$ cat src/rtl/l2_cacheline_adapter.sv
// l2_cacheline_adapter
// Converts one 256-bit L2 line transfer into a 4-beat x 64-bit burst on the
// physical-memory bus. Services line fills (reads) and dirty write-backs
// (writes), one request at a time. All outputs are registered.
module l2_cacheline_adapter #(
  parameter int S_OFFSET  = 5,
  parameter int S_LINE    = 256,
  parameter int S_BEAT    = 64,
  parameter int NUM_BEATS = 4
) (
  input  logic              clk,
  input  logic              rst,
  // L2 side
  input  logic [31:0]       l2_address_i,
  input  logic              l2_read_i,
  input  logic              l2_write_i,
  input  logic [S_LINE-1:0] l2_wdata256_i,
  output logic [S_LINE-1:0] l2_rdata256_o,
  output logic              l2_resp_o,
  // physical-memory side
  output logic [31:0]       mem_address_o,
  output logic              mem_read_o,
  output logic              mem_write_o,
  output logic [S_BEAT-1:0] mem_wdata64_o,
  input  logic [S_BEAT-1:0] mem_rdata64_i,
  input  logic              mem_resp_i
);

  localparam int CW = $clog2(NUM_BEATS);

  typedef enum logic [1:0] {
    IDLE     = 2'd0,
    RD_BURST = 2'd1,
    WR_BURST = 2'd2,
    DONE     = 2'd3
  } state_e;

  state_e            state_q,     state_d;
  logic [CW-1:0]     cnt_q,       cnt_d;
  logic [S_LINE-1:0] wline_q,     wline_d;
  logic [S_LINE-1:0] rline_q,     rline_d;
  logic [31:0]       addr_q,      addr_d;
  logic              mem_read_q,  mem_read_d;
  logic              mem_write_q, mem_write_d;
  logic [S_BEAT-1:0] wdata_q,     wdata_d;
  logic              resp_q,      resp_d;

  logic              last_beat_s;

  // Offset bits inside the line never reach the memory bus.
  logic              unused_addr_lsbs;
  assign unused_addr_lsbs = ^l2_address_i[S_OFFSET-1:0];

  assign last_beat_s = (cnt_q == CW'(NUM_BEATS - 1));

  // Next-state and next-output logic for the burst FSM.
  always_comb begin
    state_d     = state_q;
    cnt_d       = cnt_q;
    wline_d     = wline_q;
    rline_d     = rline_q;
    addr_d      = addr_q;
    mem_read_d  = mem_read_q;
    mem_write_d = mem_write_q;
    wdata_d     = wdata_q;
    resp_d      = 1'b0;

    case (state_q)
      IDLE: begin
        cnt_d = '0;
        if (l2_write_i) begin
          // write wins when both requests are raised together
          state_d     = WR_BURST;
          addr_d      = {l2_address_i[31:S_OFFSET], {S_OFFSET{1'b0}}};
          wline_d     = l2_wdata256_i;
          wdata_d     = l2_wdata256_i[S_BEAT-1:0];
          mem_write_d = 1'b1;
          mem_read_d  = 1'b0;
        end else if (l2_read_i) begin
          state_d     = RD_BURST;
          addr_d      = {l2_address_i[31:S_OFFSET], {S_OFFSET{1'b0}}};
          mem_read_d  = 1'b1;
          mem_write_d = 1'b0;
        end else begin
          mem_read_d  = 1'b0;
          mem_write_d = 1'b0;
        end
      end

      RD_BURST: begin
        if (mem_resp_i) begin
          // beats fill the line in ascending order; old line bits stay
          // visible until each slice is overwritten
          rline_d[cnt_q*S_BEAT +: S_BEAT] = mem_rdata64_i;
          cnt_d = cnt_q + CW'(1);
          if (last_beat_s) begin
            state_d    = DONE;
            mem_read_d = 1'b0;
            resp_d     = 1'b1;
          end else begin
            mem_read_d = 1'b1;
          end
        end else begin
          mem_read_d = 1'b1;
        end
      end

      WR_BURST: begin
        if (mem_resp_i) begin
          cnt_d   = cnt_q + CW'(1);
          wdata_d = wline_q[cnt_d*S_BEAT +: S_BEAT];
          if (last_beat_s) begin
            state_d     = DONE;
            mem_write_d = 1'b0;
            resp_d      = 1'b1;
          end else begin
            mem_write_d = 1'b1;
          end
        end else begin
          mem_write_d = 1'b1;
        end
      end

      DONE: begin
        // the completion pulse is already on the bus; requests ignored here
        state_d     = IDLE;
        cnt_d       = '0;
        mem_read_d  = 1'b0;
        mem_write_d = 1'b0;
      end

      default: begin
        state_d     = IDLE;
        cnt_d       = '0;
        mem_read_d  = 1'b0;
        mem_write_d = 1'b0;
      end
    endcase
  end

  // State and registered outputs; reset aborts any burst without a response.
  always_ff @(posedge clk or posedge rst) begin
    if (rst) begin
      state_q     <= IDLE;
      cnt_q       <= '0;
      wline_q     <= '0;
      rline_q     <= '0;
      addr_q      <= 32'd0;
      mem_read_q  <= 1'b0;
      mem_write_q <= 1'b0;
      wdata_q     <= '0;
      resp_q      <= 1'b0;
    end else begin
      state_q     <= state_d;
      cnt_q       <= cnt_d;
      wline_q     <= wline_d;
      rline_q     <= rline_d;
      addr_q      <= addr_d;
      mem_read_q  <= mem_read_d;
      mem_write_q <= mem_write_d;
      wdata_q     <= wdata_d;
      resp_q      <= resp_d;
    end
  end

  assign l2_rdata256_o = rline_q;
  assign l2_resp_o     = resp_q;
  assign mem_address_o = addr_q;
  assign mem_read_o    = mem_read_q;
  assign mem_write_o   = mem_write_q;
  assign mem_wdata64_o = wdata_q;

endmodule
$ cat config.mk
export PLATFORM = sky130hd
export DESIGN_NAME = l2_cacheline_adapter
export DESIGN_NICKNAME = d
export VERILOG_FILES = /design/src/rtl/l2_cacheline_adapter.sv
export SDC_FILE = /design/constraint.sdc
export NUM_CORES = 1
export LEC_CHECK = 0
export ABC_AREA = 1
export BUFFER_PORTS_ARGS = -buffer_cell sky130_fd_sc_hd__buf_2
export CELL_PAD_IN_SITES_DETAIL_PLACEMENT = 0
export CELL_PAD_IN_SITES_GLOBAL_PLACEMENT = 1
export CORE_MARGIN = 5
export CORE_UTILIZATION = 25
export DETAILED_ROUTE_END_ITERATION = 16
export PLACE_DENSITY = 0.64
export REMOVE_ABC_BUFFERS = 1
export SLEW_MARGIN = 20
export SYNTH_ARGS = -nofsm -noshare
export SYNTH_HDL_FRONTEND = slang
export SYNTH_SLANG_ARGS = --single-unit
export TNS_END_PERCENT = 5
$ cat constraint.sdc
create_clock -name clk -period 19.6 [get_ports clk]
set_input_delay 3.92 -clock clk [delete_from_list [all_inputs] [get_ports clk]]
set_output_delay 3.92 -clock clk [all_outputs]
set_load 0.05 [all_outputs]
# Yosys cells after proc, flatten, opt, wreduce, memory -nomap -nowiden

Index checks and enable logic that the tools add are counted.
Widths: inputs -> output; s select.

Register bits after elaboration: 615
Bits of input ports: 357
Output and inout port bits: 355

$add $sub $neg: 2
Eq/ne operators: 9
Shifts and indexed selects: 3
Mux-type cells: 23
Reduce and logical (&&, ||, !) cells: 12

Operator list:

| kind                      | number |
|---|---|
| $bwmux 256                | 1 |
| $shift 64x34->256 const A | 1 |
| $shiftx 256x9->64         | 1 |
| $shiftx 64x34->256        | 1 |
| $mux 64                   | 2 |
| $pmux 64 s2               | 1 |
| $mux 32                   | 2 |
| $neg 8->34                | 1 |
| $mux 2                    | 5 |
| $mux 1                    | 8 |
| $eq 2x2->1 const B        | 3 |
| $pmux 1 s3                | 2 |
| $pmux 2 s3                | 1 |
| $reduce_and 2->1          | 3 |
| $reduce_and 3->1          | 2 |
| $reduce_bool 3->1         | 2 |
| $ne 2x1->1 const B        | 2 |
| $ne 2x2->1 const B        | 2 |
| $pmux 2 s2                | 1 |
| $reduce_bool 2->1         | 2 |
| $reduce_or 2->1           | 2 |
| $ne 3x3->1 const B        | 1 |
| $add 2x1->2 const B       | 1 |
| $eq 2x1->1 const B        | 1 |
| $logic_not 2->1           | 1 |

# Logic depth before layout (Yosys ltp)

Depth after elaboration: 4
Gate-level depth with buffers: 14
Mapped depth without buffers: 8

# Least setup slack after synthesis

Ideal clock, no wire load.

Path type: in2reg
Start: in l2_write_i
End: reg wline_q[0]
Library setup time: 0.128 ns
Arrival: 4.739 ns
Data required time: 19.472 ns
Path slack: 14.734 ns
Stages: 4
Cell sequence: nand2_1 buf_2 buf_2 mux2_1

Cells in the longest elaborated chain, start to end: 1

Ends and longest elaborated chain:

| element                           | line | text |
|---|---|---|
| start, declared                   | 16   | `input logic l2_write_i,` |
| $reduce_and 2->1 (no source line) | -    |  |
| end signal, assigned              | 156  | `wline_q <= wline_d;` |
| end, declared                     | 40   | `logic [S_LINE-1:0] wline_q, wline_d;` |

Every way passes these cells.
A chain may end at the register's enable or synchronous reset.

# Worst setup path after layout

Start: in l2_write_i
End: reg wline_q[159]

Same word-level chain as after synthesis.

==> flow_summary.yaml <==
status:
  outcome: "finished clean"
floorplanning:
  dieArea_um2: 114000
  rows: 120
  ios: 712
  coreArea_um2: 107000
  die-width_um: 337
  die_h_um: 337
  start_util_pct: 25.1
global_route:
  antenna_found_initial: 34
  use_met1_pct: 22.0
  use_met3_pct: 6.80
  grt.met2_usage_pct: 27.0
  grt_pass1_vias: 22580
  track_usage_pct: 17.2
  grt_max_degree: 157
  grt_pass1_wl_mm: 150
  gr-max-usage-layer: "met2"
  grt-ovfl-total: 0
placed_design:
  port_buffers: 701
  placed_area_um2: 31400
  dp_cells: 4767
  dp_hpwl_mm: 65.5
  place_ws_ns: 12.54
  gp_congestion: 0.773
yosys:
  ys_ff_latch: 610
  synth_edf_count: 0
  ys.flop_type: "dfrtp_1"
  ys_top_cells_by_area: "dfrtp_1 (57%), nand2_1 (12%), mux2_1 (10%), nand3_1 (5.9%), o21ai_1 (3.8%)"
  synth_area_um2: 26800
  yosysSeqAreaShare_pct: 57.0
  syn_area_per_cell_um2: 9.44
  synthArstFlopShare_pct: 100
  netlist_instances: 2839
  yosysUniqueCellTypes: 30
  netlist.area_leader.share_pct: 57.0
  yosysWarnings: 0
  synth.largest_area_cell: "dfrtp_1"
cells_and_area:
  final_layout_size_suffix_gt1_share_pct: 25.4
  fill_cells: 11289
  final_cell_count_no_fill: 4914
  fin_area_um2: 33900
  syn_to_final_growth_pct: 26.7
  fin_nets: 3809
  post-route-util_pct: 31.8
pwr:
  p_per_area_nw_per_um2: 163
  p_leak_nw: 17.3
  total_power_mw: 5.55
  ir_drop_v: 0.0000897
critical_path:
  crit_slowest_cell: "buf_4"
  cp-start-kind: "input pin"
  cp.arrival_ns: 6.83
  critPathMaxFanout: 144
  path_cells: "buf_2, nand2_4, buf_4, buf_12, mux2_1"
  crit_start: "l2_write_i"
  required_ns: 20.11
  ff2ff_setup_slack_ns: 15.42
  cpPeakStageDelay_ns: 0.79
  rr_worst_depth: 9
  criticalPathCategory: "in -> reg"
  worstReg2RegEnd: "l2_rdata256_o[144]$_DFFE_PP0P_"
  r2r-start: "cnt_q[0]$_DFFE_PP0P_"
  critPathCaptureType: "flop"
sta:
  final.setup.tns_ns: 0
  post-route-period-util_pct: 32.2
  max_freq_ghz: 0.158
  hold_viol_final: 0
  fin_crit_ns: 6.32
  worst_pin_slew_ns: 1.09
  holdWs_ns: 0.471
  finClkSkew_ns: 0.0216
  grt_setup_unrepaired: "false"
  drv_slew: 0
  setup_viol: 0
  setup_slack_ns: 13.28
  max-slew-margin-rel_pct: 27.2
route:
  vias_per_cell: 4.60
  drtPass1Iterations: 7
  detail-route-antenna-nets: 0
  drc_errors: 0
  wire_per_inst_um: 20.6
  drt_iter0_markers: 1219
  vias: 22621
  routed_wl_mm: 101
hold_path:
  hold_depth: 2
  hp-class: "reg -> reg"
  min_from: "mem_wdata64_o[59]$_DFFE_PP0P_"
  hold_end: "mem_wdata64_o[59]$_DFFE_PP0P_"
flow_run:
  maxCapViolCount: 0
clock_network:
  cts_sinks: 610
  htree_levels: 3
  clock_path_buffers: 3
  cts_root_buffer: "clkbuf_16"
  clk_pin_slew_worst_paths_ns: 0.06
  cts_tree: "done"
  postCtsHoldBufs: 0
  post_cts.repair.setup_buffers: 0
  cts-resized-gates: 0
  numCtsBuffers: 74
  clock_latency_ns: 0.63
## cells in the mapped netlist, types with 2 or more instances
| library cell | instances |
|---|---|
| nand2_1 | 880 |
| dfrtp_1 | 610 |
| nand3_1 | 315 |
| mux2_1 | 240 |
| o21ai_1 | 201 |
| o21ai_0 | 145 |
| nor2_1 | 139 |
| buf_2 | 113 |
| clkbuf_1 | 76 |
| inv_1 | 40 |
| mux2_2 | 16 |
| ha_1 | 12 |
| buf_4 | 10 |
| buf_1 | 9 |
| buf_6 | 7 |
| nand4_1 | 7 |
| nor2_2 | 3 |
| a21oi_1 | 2 |
| inv_2 | 2 |
| nand2_2 | 2 |
## layout by cell type, fill, tap and decap left out, types with 7 or more instances in the layout
cell type and instances:
diode_2 19, buf_4 31, o21ai_1 200, buf_2 701, inv_1 37, clkbuf_16 74
clkbuf_8 15, dfrtp_1 609, nand2_1 878, ha_1 10, o21ai_0 145, nand3_1 314
mux2_2 16, nor2_1 138, clkbuf_1 17, clkinv_2 8, nand4_1 7, mux2_1 240
## cells by family after synthesis
kind of cell,Yosys count,synth area share (%)
AOI/OAI and AO/OA,350,6.56
other,1,0.0140
adders and majority gates,12,0.560
DFF,610,57.0
buffers and inverters,259,4.50
and+or+nand+nor,1351,20.6
muxes,256,10.8
## power by group
part	total [mW]	leakage, nW	internal (mW)	switching, mW
sequential	1.91	7.79	1.69	0.215
clock	1.39	1.19	0.812	0.582
combinational	2.25	8.27	0.626	1.62
total	5.55	17.3	3.13	2.42
## worst max-delay path: cells and delay by family
family / cells / cell delay, ns
mux: 1 / 0.39
simple gates: 1 / 0.52
buf+inv: 3 / 1.47
## layout make-up
class                      count  area [um^2]  share of cell area, %
antenna                       19         47.5                  0.140
multi-input combinational   1974        10400                   30.7
sequential                   610        15300                   45.0
clock inverter                22          324                  0.955
timing repair buffer         736         3810                   11.2
tap                         1403         1760                   5.17
inverter                      44          175                  0.516
clock buffer                 106         2120                   6.25
## worst max path at each step
stage,end,slack (ns),depth (start not counted)
2_1_floorplan,cnt_q[0]$_DFFE_PP0P_,-1.40,1
3_3_place_gp,wline_q[147]$_DFFE_PP0P_,12.52,5
3_5_place_dp,wline_q[147]$_DFFE_PP0P_,12.54,5
4_1_cts,mem_wdata64_o[18]$_DFFE_PP0P_,13.25,5
5_1_grt,wline_q[192]$_DFFE_PP0P_,12.89,5
6_report,wline_q[159]$_DFFE_PP0P_,13.28,5
## layer usage
layer / routed length, um / share of wire (%)
met5: 139 / 0.14
met4: 2260 / 2.2
met3: 10600 / 11
met2: 45700 / 45
met1: 42700 / 42
## flip-flops by register name, indices dropped and copies added, names as in the netlist
signal / flops
l2_resp_o: 1
wline_q: 256
mem_wdata64_o: 64
mem_read_o: 1
mem_write_o: 1
cnt_q: 2
state_q: 2
l2_rdata256_o: 256
mem_address_o: 27
Note: power is estimated with default switching activity, not from simulation.
